<file path="src/rtl/encoder_pulse_conditioner.sv">
// Encoder front end: 2-flop sync, glitch filter, 1x quadrature decode (4x when QUAD_X4_EN is defined).
// Latency: raw edge -> oLevelABZ in FILTER_LEN+2 cycles, -> oPulseA/oPulseZ in FILTER_LEN+3 cycles.
// Backpressure: none; strobes are single-cycle and never held off.
module encoder_pulse_conditioner #(
  parameter int FILTER_LEN   = 4,
  parameter int POS_W        = 16,
  parameter int Z_CLEARS_POS = 0
) (
  input  logic             CLOCK_50M,
  input  logic             RST_n,
  input  logic             iA_raw,
  input  logic             iB_raw,
  input  logic             iZ_raw,
  input  logic             iClear,
  output logic             oPulseA,
  output logic             oDir,
  output logic             oPulseZ,
  output logic [POS_W-1:0] oPosition,
  output logic             oQuadErr,
  output logic [2:0]       oLevelABZ
);

  localparam logic [7:0] FLT_LAST   = 8'(FILTER_LEN - 1);
  localparam logic [8:0] PRIME_LAST = 9'(FILTER_LEN + 2);
  localparam bit         Z_CLR      = (Z_CLEARS_POS != 0);

  // Channel bit order everywhere: [2] = A, [1] = B, [0] = Z.
  logic [2:0]      sync_1;
  logic [2:0]      sync_2;
  logic [2:0]      filt;
  logic [2:0]      filt_d;
  logic [2:0][7:0] flt_cnt;
  logic [8:0]      prime_cnt;
  logic            primed;

  logic a_chg;
  logic b_chg;
  logic illegal;
  logic cnt_evt;
  logic fwd;
  logic z_rise;

  always_ff @(posedge CLOCK_50M or negedge RST_n) begin
    if (!RST_n) begin
      sync_1 <= '0;
      sync_2 <= '0;
    end else begin
      sync_1 <= {iA_raw, iB_raw, iZ_raw};
      sync_2 <= sync_1;
    end
  end

  always_ff @(posedge CLOCK_50M or negedge RST_n) begin
    if (!RST_n) begin
      filt    <= '0;
      filt_d  <= '0;
      flt_cnt <= '0;
    end else begin
      filt_d <= filt;
      for (int i = 0; i < 3; i++) begin
        if (sync_2[i] != filt[i]) begin
          if (flt_cnt[i] == FLT_LAST) begin
            filt[i]    <= sync_2[i];
            flt_cnt[i] <= '0;
          end else begin
            flt_cnt[i] <= flt_cnt[i] + 8'd1;
          end
        end else begin
          flt_cnt[i] <= '0;
        end
      end
    end
  end

  // Priming outlasts the first filter pass so levels already high at reset never strobe.
  always_ff @(posedge CLOCK_50M or negedge RST_n) begin
    if (!RST_n) begin
      prime_cnt <= '0;
      primed    <= 1'b0;
    end else if (!primed) begin
      if (prime_cnt == PRIME_LAST) begin
        primed <= 1'b1;
      end else begin
        prime_cnt <= prime_cnt + 9'd1;
      end
    end
  end

  always_comb begin
    a_chg   = filt[2] ^ filt_d[2];
    b_chg   = filt[1] ^ filt_d[1];
    illegal = a_chg & b_chg;
    z_rise  = filt[0] & ~filt_d[0];
`ifdef QUAD_X4_EN
    // An A edge is forward when it lands with A != B; a B edge when it lands with A == B.
    cnt_evt = a_chg ^ b_chg;
    fwd     = a_chg ? (filt[2] ^ filt[1]) : ~(filt[2] ^ filt[1]);
`else
    cnt_evt = filt[2] & ~filt_d[2] & ~b_chg;
    fwd     = ~filt[1];
`endif
  end

  always_ff @(posedge CLOCK_50M or negedge RST_n) begin
    if (!RST_n) begin
      oPulseA   <= 1'b0;
      oPulseZ   <= 1'b0;
      oDir      <= 1'b0;
      oPosition <= '0;
      oQuadErr  <= 1'b0;
    end else begin
      oPulseA <= primed & cnt_evt;
      oPulseZ <= primed & z_rise;
      if (primed && cnt_evt) begin
        oDir <= fwd;
      end
      if (iClear) begin
        oPosition <= '0;
      end else if (Z_CLR && primed && z_rise) begin
        oPosition <= '0;
      end else if (primed && cnt_evt) begin
        oPosition <= fwd ? oPosition + POS_W'(1) : oPosition - POS_W'(1);
      end
      if (iClear) begin
        oQuadErr <= 1'b0;
      end else if (primed && illegal) begin
        oQuadErr <= 1'b1;
      end
    end
  end

  assign oLevelABZ = filt;

endmodule
</file>
<file path="config.mk">
export PLATFORM = sky130hd
export DESIGN_NAME = encoder_pulse_conditioner
export DESIGN_NICKNAME = d
export VERILOG_FILES = /design/src/rtl/encoder_pulse_conditioner.sv
export SDC_FILE = /design/constraint.sdc
export NUM_CORES = 1
export LEC_CHECK = 0
export CAP_MARGIN = 30
export CORE_ASPECT_RATIO = 0.6
export CORE_MARGIN = 2
export CORE_UTILIZATION = 55
export DETAILED_ROUTE_END_ITERATION = 16
export PLACE_DENSITY = 0.79
export SLEW_MARGIN = 20
export SYNTH_ARGS = -nofsm -noshare
export SYNTH_HDL_FRONTEND = slang
export SYNTH_SLANG_ARGS = --single-unit
</file>
<file path="constraint.sdc">
create_clock -name CLOCK_50M -period 5.5 [get_ports CLOCK_50M]
set_input_delay 0.55 -clock CLOCK_50M [delete_from_list [all_inputs] [get_ports CLOCK_50M]]
set_output_delay 0.55 -clock CLOCK_50M [all_outputs]
set_load 0.02 [all_outputs]
</file>
==> results of run 1 <==
final timing paths:
path | endpoint | slack [ps] | cells after the start
worst max-delay path | oPosition[8] | 2510 | 8
worst min-delay path | sync_2[1] | 350 | 0
worst max register to register | oPosition[8] | 2510 | 8
worst min register to register | sync_2[1] | 350 | 0
max in group asynchronous | sync_2[2] | 4580 | 2
min in group asynchronous | oDir | 370 | 2
synthesized netlist by cell type, types with 4 or more instances:
master	number	share of area, %
ha_1	20	7.3
inv_1	10	1.1
nand3_1	16	2.3
xnor2_1	20	5.1
dfrtp_1	66	48
nor3_1	4	0.58
o21ai_0	8	1.2
a21oi_1	20	2.9
a31oi_1	5	0.91
nand2_1	37	4.0
a211oi_1	6	1.3
and3_1	9	1.6
nand4_1	4	0.73
nor2_1	40	4.4
xor2_1	19	4.8
flip-flops by register name, summed over array words and instances, names as in the netlist:
register   count
oPulseA        1
oDir           1
prime_cnt      9
sync_2         3
oLevelABZ      3
oPosition     16
sync_1         3
primed         1
flt_cnt       24
oQuadErr       1
oPulseZ        1
filt_d         3
per-stage QoR:
stage                     util (%)  hold WS [ps]
final                         66.4           354
after global routing          66.4           357
after CTS                     66.4           353
after detailed placement      62.4           338
after global placement        62.4           334
after floorplan                  -           254
critical path, cell delays in order, from the launching register on:
cell and delay (ps):
dfrtp_1 960, inv_1 160, fa_1 410, and2b_1 240
o211ai_1 130, a31oi_2 400, a21oi_1 140, or4_1 410
nand3_1 80
cell families (layout without fill, tap and decap cells):
group / count (synthesis) / in the layout / synth area share, %
AND/OR/NAND/NOR: 132 / 132 / 18.6
flip-flops: 66 / 66 / 47.9
AO/OA/AOI/OAI: 63 / 63 / 12.6
XOR/XNOR: 39 / 39 / 9.91
adder cells (fa/ha/maj): 21 / 21 / 7.84
buffers and inverters: 18 / 55 / 2.18
multiplexers: 3 / 3 / 0.980
routing by layer:
layer | global-route usage [%] | vias up | share of wire [%]
li1 | - | 1272 | -
met1 | 32.5 | 1250 | 51
met2 | 32.7 | 69 | 43
met3 | 5.26 | 12 | 4.7
met4 | 9.38 | 0 | 1.6
met5 | 0 | - | 0
power groups by stage:
stage,Combinational (uW),Clock [uW],Sequential (uW)
2_1_floorplan,618,0,770
3_3_place_gp,944,0,719
3_5_place_dp,962,0,722
4_1_cts,975,510,717
5_1_grt,1090,527,735
6_report,979,496,719
cell usage in the layout (no fill, tap or decap), drive strengths merged, types with 3 or more instances in the layout:
cell type,synthesis,layout
a211oi,7,7
a21o,3,3
a21oi,20,20
a31oi,6,6
and3,9,9
bufinv,0,3
clkbuf,2,12
clkdlybuf4s50,0,27
dfrtp,66,66
ha,20,20
inv,10,10
mux2,3,3
nand2,37,37
nand3,16,16
nand4,4,4
nor2,40,40
nor3,4,4
nor4b,3,3
o211ai,3,3
o21ai,8,8
or4,3,3
xnor2,20,20
xor2,19,19
layout make-up:
type	instances	area share (%)
clock inverters	4	2.45
repair buffers	29	7.00
well taps	84	2.60
clock buffers	12	3.59
flip-flops and latches	66	40.9
inverters	10	0.929
multi-input cells	258	42.6
==> qor.csv, run 1 <==
stage;metric;value;unit
pwr;cell_internal_pwr;1330;uW
synth;ys_async_sr_fraction;100;%
timing;rsz0062_at_grt;no;
critical_path;end_kind;flip-flop;
route;dr.first_iter.drc_count;214;
floorplanning;rows;22;
placed_design;placed_area;3800;um^2
pwr;ir_worst_vdd;285;uV
timing;clock_skew;7.44;ps
grt;first_global_vias;2568;
placed_design;dpl.cell_count;447;
timing;post-route-period-util;54.4;%
run_status;status;finished, final reports clean;
critical_path;critPathLaunch;oLevelABZ[1];
placed_design;port-buffer-count;28;
synth;syn_inst;342;
clocking;cts_resized;0;
clocking;cts_buffers;9;
synth;ys_ff_latch;66;
route;drt-vias-per-instance;5.62;
route;drt-pass1-iter-count;5;
critical_path;cp-start-kind;flip-flop;
synth;yosysWarningCount;0;
placed_design;pre_cts_slack;2590;ps
grt;overflow;0;
synth;ys_seq_area_share;47.9;%
synth;ys_types;51;
clocking;clockBufferDepth;2;
floorplanning;dieArea;6940;um^2
floorplanning;die_w;106;um
pwr;p_sw;866;uW
grt;antenna_found_initial;0;
final_layout;fin_area;4040;um^2
pwr;power_leakage;0.00180;uW
pwr;comb_power_share;44.6;%
final_layout;nets;401;
critical_path;critical_path_required;5780;ps
synth;synth_enable_flop_cells;0;
route;routedWlPerCell;15.2;um
clocking;cts_hold_buf;0;
floorplanning;die_h;65.3;um
pwr;power_density;543;nW/um^2
placed_design;gp_congestion;0.898;
flow_run;cap_violations;0;
floorplanning;initial_core_util;56.7;%
critical_path;worstSetupPathType;flip-flop to flip-flop;
critical_path;r2r-start;oLevelABZ[1];
synth;syn_area_per_cell;10.1;um^2
pwr;p_total;2190;uW
grt;grt.total_usage;22.5;%
critical_path;critPathArrivalTime;3280;ps
timing;final-max-slew-violation-count;0;
route;num_vias;2603;
clocking;cts_setup_buffers;0;
timing;max_freq;0.334;GHz
timing;finalHoldViolCount;0;
clocking;cts-root-buf;clkbuf_8;
timing;setup-tns-final;0;ps
clocking;h-tree-depth;3;
route;ant_nets;0;
worst_hold_path;hold_class;flip-flop to flip-flop;
pwr;pwr-share-clk;22.6;%
timing;worst_pin_slew;937;ps
timing;setup_ws;2510;ps
final_layout;antenna_cells;0;
synth;synth_ff_type;dfrtp_1;
pwr;pwr-share-seq;32.8;%
pwr;power_switching_share;39.5;%
grt;grt_max_degree;67;
floorplanning;io_pins;29;
timing;relSlewSlack;37.6;%
final_layout;multiInputGateArea;1720;um^2
critical_path;cp_max_fo;25;
grt;grt_pass1_wl;12.1;mm
timing;min_period;2990;ps
clocking;worstSkewPairLatency;340;ps
synth;syn-cell-area;3450;um^2
synth;synth_nets;369;
route;drc_errors;0;
final_layout;drive_above_1_share;7.65;%
final_layout;seq_area;1650;um^2
clocking;clock-sinks;66;
final_layout;syn_to_final_growth;17.2;%
clocking;clk_pin_slew_worst_paths;70;ps
route;drt_wl_total;7.04;mm
floorplanning;core-area;6080;um^2
final_layout;final_cells;463;
final_layout;fill_cells;475;
timing;setup_violations;0;
clocking;cts_tree;built;
worst_hold_path;hp-start;sync_1[1];
placed_design;dp_hpwl;4.74;mm
Power figures use the tool's default switching activity.
==> run 2: changes to the inputs <==
clock period = 3 ns   (was 5.5 ns; I/O delays follow)
==> run 2 against run 1 <==
Non-clock buffer count grew 6. Die area unchanged. Via count up 0.54%. Worst setup slack worse by 2200 ps. Register-to-register slack got worse by 2200 ps. Sequential share of layout area down 0.15 points. Cell count up 1.3%. Critical path type unchanged. Critical endpoint unchanged. Largest cell class unchanged. Largest power group unchanged. Highest routed layer unchanged.
==> qor.csv, run 2 (synthesized netlist as in run 1, its figures left out) <==
stage;metric;value;unit;change
final_layout;final_util;66.7;%;+0.25 points
final_layout;fill_cells;453;;-4.6%
final_layout;fin_area;4060;um^2;+0.37%
final_layout;final_cells;469;;+1.3%
pwr;power_leakage;0.00182;uW;+0.77%
route;drt-vias-per-instance;5.58;;-0.75%
final_layout;top_regs;flt_cnt (24), oPosition (16), prime_cnt (9);;
grt;grt_pass1_wl;11.7;mm;-3.1%
clocking;cts_tree;built;;
floorplanning;rows;22;;unchanged
timing;final-max-slew-violation-count;0;;unchanged
final_layout;syn_to_final_growth;17.7;%;
grt;grt_max_degree;32;;-52%
final_layout;largest_reg_flops;24;;unchanged
timing;min_period;2670;ps;-326 ps
clocking;cts-root-buf;clkbuf_8;;
timing;worst_pin_slew;550;ps;-386 ps
clocking;cts_buffers;9;;unchanged
placed_design;port-buffer-count;28;;unchanged
grt;antenna_found_initial;0;;unchanged
critical_path;slowest_stage;dfrtp_1;;
final_layout;multiInputGateArea;1720;um^2;unchanged
route;num_vias;2617;;+0.54%
critical_path;worstSetupPathType;flip-flop to flip-flop;;
critical_path;timing.rr.end;oPosition[8];;
final_layout;antenna_cells;0;;unchanged
critical_path;path_cells;inv_1 > fa_1 > and2b_1 > o211ai_1 > a31oi_2 > a21oi_1 > or4_1 > nand3_1;;
floorplanning;core-area;6080;um^2;unchanged
clocking;clockBufferDepth;2;;unchanged
timing;setup_ws;332;ps;-2170 ps
placed_design;dpl.cell_count;452;;+1.1%
floorplanning;die_h;65.3;um;unchanged
final_layout;nets;407;;+1.5%
route;dr.first_iter.drc_count;143;;-33%
timing;post-route-period-util;88.9;%;+35 points
timing;finalHoldViolCount;0;;unchanged
floorplanning;io_pins;29;;unchanged
critical_path;cpPeakStageDelay;660;ps;-300 ps
critical_path;r2r-start;oLevelABZ[1];;
critical_path;cp-start-kind;flip-flop;;
final_layout;mostFrequentLayoutCell;dfrtp_1;;
grt;first_global_vias;2444;;-4.8%
final_layout;drive_above_1_share;9.35;%;+1.7 points
critical_path;path_delay_family;simple AND/OR/NAND/NOR gates;;
clocking;cts_resized;0;;unchanged
critical_path;r2r_cells;8;;unchanged
worst_hold_path;min_to;sync_2[0];;
clocking;h-tree-depth;3;;unchanged
critical_path;critical_path_required;3270;ps;-2510 ps
timing;max_freq;0.375;GHz;+12%
timing;rsz0062_at_grt;no;;
critical_path;cp_max_fo;14;;-44%
placed_design;gp_congestion;0.911;;+1.4%
worst_hold_path;hp-start;sync_1[0];;
pwr;power_density;970;nW/um^2;+79%
clocking;worstSkewPairLatency;340;ps;about the same
timing;clock_skew;9.80;ps;+2.35 ps
route;routedWlPerCell;15.0;um;-1.1%
critical_path;end_kind;flip-flop;;
timing;setup_violations;0;;unchanged
clocking;clk_pin_slew_worst_paths;80;ps;about the same
floorplanning;initial_core_util;56.7;%;unchanged
worst_hold_path;min_path_cells;0;;unchanged
timing;relSlewSlack;63.2;%;+26 points
run_status;status;finished, final reports clean;;
placed_design;placed_area;3830;um^2;+0.99%
route;drt-pass1-iter-count;7;;+2
final_layout;final_cell_mix;66 x dfrtp_1, 40 x nor2_1, 37 x nand2_1;;
route;drt_wl_total;7.05;mm;+0.21%
placed_design;pre_cts_slack;333;ps;-2260 ps
critical_path;critPathArrivalTime;2940;ps;-340 ps
worst_hold_path;hold_class;flip-flop to flip-flop;;
route;drc_errors;0;;unchanged
critical_path;r2r_slack;330;ps;-2170 ps
critical_path;worst-path-buf-inv;1;;unchanged
grt;grt.total_usage;21.7;%;-0.79 points
flow_run;cap_violations;0;;unchanged
pwr;ir_worst_vdd;458;uV;+61%
final_layout;regMostFlops;flt_cnt;;
grt;overflow;0;;unchanged
clocking;clock-sinks;66;;unchanged
floorplanning;die_w;106;um;unchanged
route;ant_nets;0;;unchanged
final_layout;seq_area;1650;um^2;unchanged
timing;setup-tns-final;0;ps;unchanged
floorplanning;dieArea;6940;um^2;unchanged
placed_design;dp_hpwl;5.19;mm;+9.4%
-- run 2: changes by cell type in the layout (fill, tap and decap cells not counted), sizes merged --
cell,change
buf,+5
bufinv,-2
inv,+2
clkbuf,-1
clkinvlp,+1
dlygate4sd3,+1
-- run 2: per-layer routing --
metal	wire, um	global-route usage (%)
met1	3770	33.9
met2	2920	29.5
met3	315	5.95
met4	48	5.43
met5	0	0
-- run 2: worst max path at each step --
stage                            start            end  slack, ps  cells after the start
after floorplan           oLevelABZ[1]   oPosition[8]        340                      9
after global placement    oLevelABZ[1]   oPosition[8]        480                      8
after detailed placement  oLevelABZ[1]   oPosition[8]        330                      8
after CTS                 oLevelABZ[1]   oPosition[8]        330                      8
after global routing      oLevelABZ[1]  oPosition[14]        150                      8
final                     oLevelABZ[1]   oPosition[8]        330                      8
-- run 2: through the flow --
stage / hold slack, ps / power [uW]
detailed placement: 268 / 3140
finish: 351 / 3940
global route: 363 / 4200
CTS: 354 / 3940
floorplan: 4.41 / 2540
global placement: 268 / 3100
-- run 2: timing repair --
item,in CTS,in global routing
setup buffers,0,0
setup endpoints to repair,0,0
hold buffers,1,0
endpoints found under the hold margin,18,0
-- run 2: cell type report --
class                           count  share of cell area [%]
Tap cell                           84                    2.59
Sequential cell                    66                    40.7
Inverter                           10                   0.925
Clock buffer                       11                    3.73
Clock inverter                      5                    1.48
Timing Repair Buffer               35                    8.14
Multi-Input combinational cell    258                    42.4
-- run 2: power breakdown --
| group | total [uW] | leakage [uW] | internal (uW) | switching (uW) |
|---|---|---|---|---|
| clock network | 781 | 0.000106 | 434 | 348 |
| logic | 1860 | 0.000845 | 806 | 1060 |
| registers | 1290 | 0.000865 | 1080 | 212 |
| total | 3940 | 0.00182 | 2320 | 1620 |
